## src/rtl/uart_tx.sv

```systemverilog
// 8N1 UART transmitter, LSB first, with a one-entry holding register.
// Bit period is a run-time input latched at each frame start.
module uart_tx (
   input  logic        clk_i,
   input  logic        rst_i,
   input  logic        tx_en,
   input  logic [15:0] CLKS_PER_BIT,
   input  logic        i_TX_DV,
   input  logic [7:0]  i_TX_Byte,
   output logic        o_TX_Ready,
   output logic        o_TX_Serial,
   output logic        o_TX_Active,
   output logic        o_TX_Done
);

   // state     | meaning
   // ----------+------------------------------------------------------
   // S_IDLE    | line high, waiting for the holding register to fill
   // S_START   | start bit (line low) for one period
   // S_DATA    | eight data bits, LSB first, one period each
   // S_STOP    | stop bit (line high) for one period
   // S_CLEANUP | single cycle, Done pulse; chains straight into START
   typedef enum logic [2:0] {
      S_IDLE    = 3'd0,
      S_START   = 3'd1,
      S_DATA    = 3'd2,
      S_STOP    = 3'd3,
      S_CLEANUP = 3'd4
   } state_t;

   state_t      state;
   logic        hold_valid;
   logic [7:0]  hold_byte;
   logic [7:0]  shift;
   logic [2:0]  bit_idx;
   logic [2:0]  bit_nxt;
   logic [15:0] clk_cnt;
   logic [15:0] period;
   logic [15:0] period_in;
   logic        accept;
   logic        load;
   logic        bit_end;
   logic        clear;

   assign clear      = rst_i | ~tx_en;
   assign o_TX_Ready = tx_en & ~hold_valid & ~rst_i;
   assign accept     = i_TX_DV & o_TX_Ready;
   assign load       = hold_valid & ((state == S_IDLE) | (state == S_CLEANUP));
   assign bit_end    = (clk_cnt == (period - 16'd1));
   assign bit_nxt    = bit_idx + 3'd1;
   assign period_in  = (CLKS_PER_BIT == 16'd0) ? 16'd1 : CLKS_PER_BIT;

   // Ready is low whenever hold_valid is set, so accept and load never coincide.
   always_ff @(posedge clk_i) begin
      if (clear) begin
         hold_valid <= 1'b0;
         hold_byte  <= 8'h00;
      end else if (accept) begin
         hold_valid <= 1'b1;
         hold_byte  <= i_TX_Byte;
      end else if (load) begin
         hold_valid <= 1'b0;
      end
   end

   always_ff @(posedge clk_i) begin
      if (clear) begin
         state       <= S_IDLE;
         shift       <= 8'h00;
         bit_idx     <= 3'd0;
         clk_cnt     <= 16'd0;
         period      <= 16'd1;
         o_TX_Serial <= 1'b1;
         o_TX_Active <= 1'b0;
         o_TX_Done   <= 1'b0;
      end else begin
         o_TX_Done <= 1'b0;
         case (state)
            S_IDLE, S_CLEANUP: begin
               if (hold_valid) begin
                  state       <= S_START;
                  shift       <= hold_byte;
                  period      <= period_in;
                  clk_cnt     <= 16'd0;
                  bit_idx     <= 3'd0;
                  o_TX_Serial <= 1'b0;
                  o_TX_Active <= 1'b1;
               end else begin
                  state       <= S_IDLE;
                  o_TX_Serial <= 1'b1;
                  o_TX_Active <= 1'b0;
               end
            end
            S_START: begin
               if (bit_end) begin
                  clk_cnt     <= 16'd0;
                  state       <= S_DATA;
                  o_TX_Serial <= shift[0];
               end else begin
                  clk_cnt <= clk_cnt + 16'd1;
               end
            end
            S_DATA: begin
               if (bit_end) begin
                  clk_cnt <= 16'd0;
                  if (bit_idx != 3'd7) begin
                     bit_idx     <= bit_nxt;
                     o_TX_Serial <= shift[bit_nxt];
                  end else begin
                     bit_idx     <= 3'd0;
                     state       <= S_STOP;
                     o_TX_Serial <= 1'b1;
                  end
               end else begin
                  clk_cnt <= clk_cnt + 16'd1;
               end
            end
            S_STOP: begin
               if (bit_end) begin
                  clk_cnt     <= 16'd0;
                  state       <= S_CLEANUP;
                  o_TX_Serial <= 1'b1;
                  o_TX_Active <= 1'b0;
                  o_TX_Done   <= 1'b1;
               end else begin
                  clk_cnt <= clk_cnt + 16'd1;
               end
            end
            default: begin
               state       <= S_IDLE;
               clk_cnt     <= 16'd0;
               bit_idx     <= 3'd0;
               o_TX_Serial <= 1'b1;
               o_TX_Active <= 1'b0;
            end
         endcase
      end
   end

endmodule

```

## config.mk

```make
export PLATFORM = sky130hd
export DESIGN_NAME = uart_tx
export DESIGN_NICKNAME = d
export VERILOG_FILES = /design/src/rtl/uart_tx.sv
export SDC_FILE = /design/constraint.sdc
export NUM_CORES = 1
export LEC_CHECK = 0
export ABC_CLOCK_PERIOD_IN_PS = 7300
export BUFFER_PORTS_ARGS = -buffer_cell sky130_fd_sc_hd__buf_2
export CORE_MARGIN = 2
export CORE_UTILIZATION = 53
export CTS_CLUSTER_SIZE = 20
export DETAILED_ROUTE_END_ITERATION = 8
export MAX_ROUTING_LAYER = met4
export PLACE_DENSITY_LB_ADDON = 0.12
export SLEW_MARGIN = 15
export SYNTH_ARGS = -nofsm -noshare
export SYNTH_HDL_FRONTEND = slang
export SYNTH_SLANG_ARGS = --single-unit
```

## constraint.sdc

```tcl
create_clock -name clk_i -period 7.3 [get_ports clk_i]
set_input_delay 0.73 -clock clk_i [delete_from_list [all_inputs] [get_ports clk_i]]
set_output_delay 0.73 -clock clk_i [all_outputs]
set_load 0.02 [all_outputs]
```

==> results.toml <==
[clock_tree]
cts.htree.levels = 3
cts_sinks = 58
cts_tree = "built"
cts_buffer_depth = 2
cts_buffers = 9
clockRootBuffer = "sky130_fd_sc_hd__clkbuf_8"
cts.repair.resized = 0
path_clk_slew_ns = 0.07
cts_hold_buffers = 0
postCtsSetupRepairBufs = 0
clkLatencyLatePin_ns = 0.35

[die]
die_w_um = 80.4
num_io_pins = 32
die-height_um = 80.4
dieArea_sq_mm = 0.00647
core_region_area_sq_mm = 0.00557
start_util = 0.555
rows = 27

[critical_path]
critical_path.endpoint_type = "flip-flop"
crit_path_cell_trace = "inv_1 > ha_1 > or4b_2 > nor3_1 > a31o_2 > o221ai_2 > nor4_4 > nand3_2 > and3_2"
worst-path-max-fanout = 14
worst_ep_required_time_ns = 7.55
crit_path_launch_type = "flip-flop"
cp_slowest_cell = "sky130_fd_sc_hd__or4b_2"
timing.critical_path.slowest_cell_delay_ns = 0.62
crit_type = "flip-flop to flip-flop"
cp_num_buf_inv = 1
cp_top_family = "simple AND/OR/NAND/NOR gates"
cp_data_arrival_time_ns = 3.35

[sta]
post-route-period-util = 0.425
fin_skew_ns = 0.00920
final-hold-violation-count = 0
timing.fmax_mhz = 322
grt_setup_unrepaired = "false"
tightestPinTransition_ns = 0.880
fin_tns_setup_ns = 0
timing.max_slew.rel_slack = 0.412
post-route-min-period_ns = 3.10
fin_hold_ws_ns = 0.457
final_report_setup_violation_count = 0
slew_violations = 0

[final_layout]
final_cell_mix = "58 x sky130_fd_sc_hd__dfxtp_1, 45 x sky130_fd_sc_hd__nand2_1, 31 x sky130_fd_sc_hd__buf_2"
layout-area-overhead-vs-synth_pct = 11.3
fillCellCount = 502
final_common_cell = "sky130_fd_sc_hd__dfxtp_1"
final-seq-area_sq_mm = 0.00116
nets = 406
final_layout_size_suffix_gt1_frac = 0.208
multi_input_comb_area_sq_mm = 0.00184
insertedDiodeCount = 0

[hold_path]
min_path_type = "flip-flop to flip-flop"

[place]
buffer_ports.inserted = 31
gp_routability_congestion = 0.916
place_hpwl_um = 4940

[power_and_ir_drop]
leakage_power_total_nw = 1.36
post-layout-total-power_w = 0.000660
vdd_drop_max_mv = 0.182
cellPowerDensity_mw_per_mm2 = 192

[drt]
drt-wirelength-per-cell_um = 15.0
detail_route.iter0.violations = 165
drt_first_pass_iters = 5
routed_via_density = 5.71
detail-route-antenna-nets = 0
drc = 0
via_count = 2573
wl_um = 6780

[grt]
initial_antenna_violation_count = 0
grt_start_max_net_pins = 30
groute.usage.overall = 0.239
grt_pass1_wl_um = 11500
grt_pass1_vias = 2386
congestion_overflow_gr = 0

[yosys]
synthDominantCellAreaShare = 0.375
mappedNetlistNets = 381
ys_ff_latch = 58
cells_after_synth = 349
netlist_top_cells_area = "sky130_fd_sc_hd__dfxtp_1 38%, sky130_fd_sc_hd__xnor2_1 7.4%, sky130_fd_sc_hd__nand2_1 5.5%, sky130_fd_sc_hd__mux2i_1 3.6%, sky130_fd_sc_hd__and3_2 3.2%"
synthArstFlopShare = 0
ys_seq_area_frac = 0.375
synth_area_leader_cell = "sky130_fd_sc_hd__dfxtp_1"
synth.avg_cell_area_sq_um = 8.87
synth.yosys.warnings = 0
yosys.cell_types.count = 63
synth_area_sq_mm = 0.00310
synth-edff-count = 0
yosys_most_used_dff = "sky130_fd_sc_hd__dfxtp_1"

[job]
max-cap-violations = 0

[run_status]
outcome = "complete, no violations"
==> final cells by class <==
class / count / share of cell area
clock buffers: 10 / 0.0399
repair buffers: 32 / 0.0472
flip-flops and latches: 58 / 0.337
multi-input cells: 269 / 0.533
clock inverters: 6 / 0.0120
well taps: 72 / 0.0261
inverters: 4 / 0.00436
==> state kept, by name, summed over array words and instances, names as in the netlist <==
signal,cells
state,3
hold_valid,1
shift,8
period,16
o_TX_Active,1
o_TX_Serial,1
hold_byte,8
bit_idx,3
o_TX_Done,1
clk_cnt,16
==> worst paths after layout <==
check / from / end / slack, ns / depth (start not counted)
setup / recovery: period[0] / clk_cnt[15] / 4.20 / 9
hold / removal: hold_byte[0] / shift[0] / 0.46 / 2
setup reg to reg: period[0] / clk_cnt[15] / 4.20 / 9
hold reg to reg: hold_byte[0] / shift[0] / 0.46 / 2
==> report_power, final <==
group / leakage [nW] / switching [W] / internal (W)
sequential: 0.468 / 0.00000487 / 0.000320
combinational: 0.809 / 0.0000379 / 0.0000251
clock: 0.0847 / 0.000140 / 0.000132
==> stage by stage <==
step           instance area (sq um)  utilization  std cells  worst slack, ns
6_report                        3450        0.618        451             4.20
3_3_place_gp                    3270        0.586        435             4.25
3_5_place_dp                    3270        0.586        435             4.19
2_1_floorplan                   3100            -        349             4.55
4_1_cts                         3450        0.618        451             4.18
5_1_grt                         3450        0.618        451             3.97
==> metal layers <==
layer / vias up / track usage / part of all wire
li1: 1324 / - / -
met1: 1170 / 0.332 / 0.52
met2: 67 / 0.326 / 0.42
met3: 12 / 0.0562 / 0.045
met4: 0 / 0.117 / 0.018
met5: - / - / 0
==> tightest hold or removal path, stage by stage, from the launching register on <==
cell and delay [ns]:
sky130_fd_sc_hd__dfxtp_1 0.32, sky130_fd_sc_hd__nand2_1 0.05, sky130_fd_sc_hd__a21oi_1 0.05
==> cell families (layout without fill, tap and decap cells) <==
kind of cell               Yosys count  count (layout)  share of synthesized area
and+or+nand+nor                    156             156                      0.283
AOI/OAI and AO/OA                   59              59                      0.139
DFF                                 58              58                      0.375
xor gates and xnor gates            36              36                      0.102
buffers and inverters               22              52                     0.0311
muxes                               14              14                     0.0538
adders and majority gates            4               4                     0.0162
==> cell usage after synthesis, drive strengths merged (5+ instances only) <==
cell type / instances
clkbuf: 13
nand4: 7
buf: 5
nor2: 21
a21oi: 19
nor3: 7
xor2: 10
and3: 21
dfxtp: 58
nor4: 9
nand3: 14
nand2: 45
a22o: 10
mux2i: 11
xnor2: 26
Power figures use the tool's default switching activity.
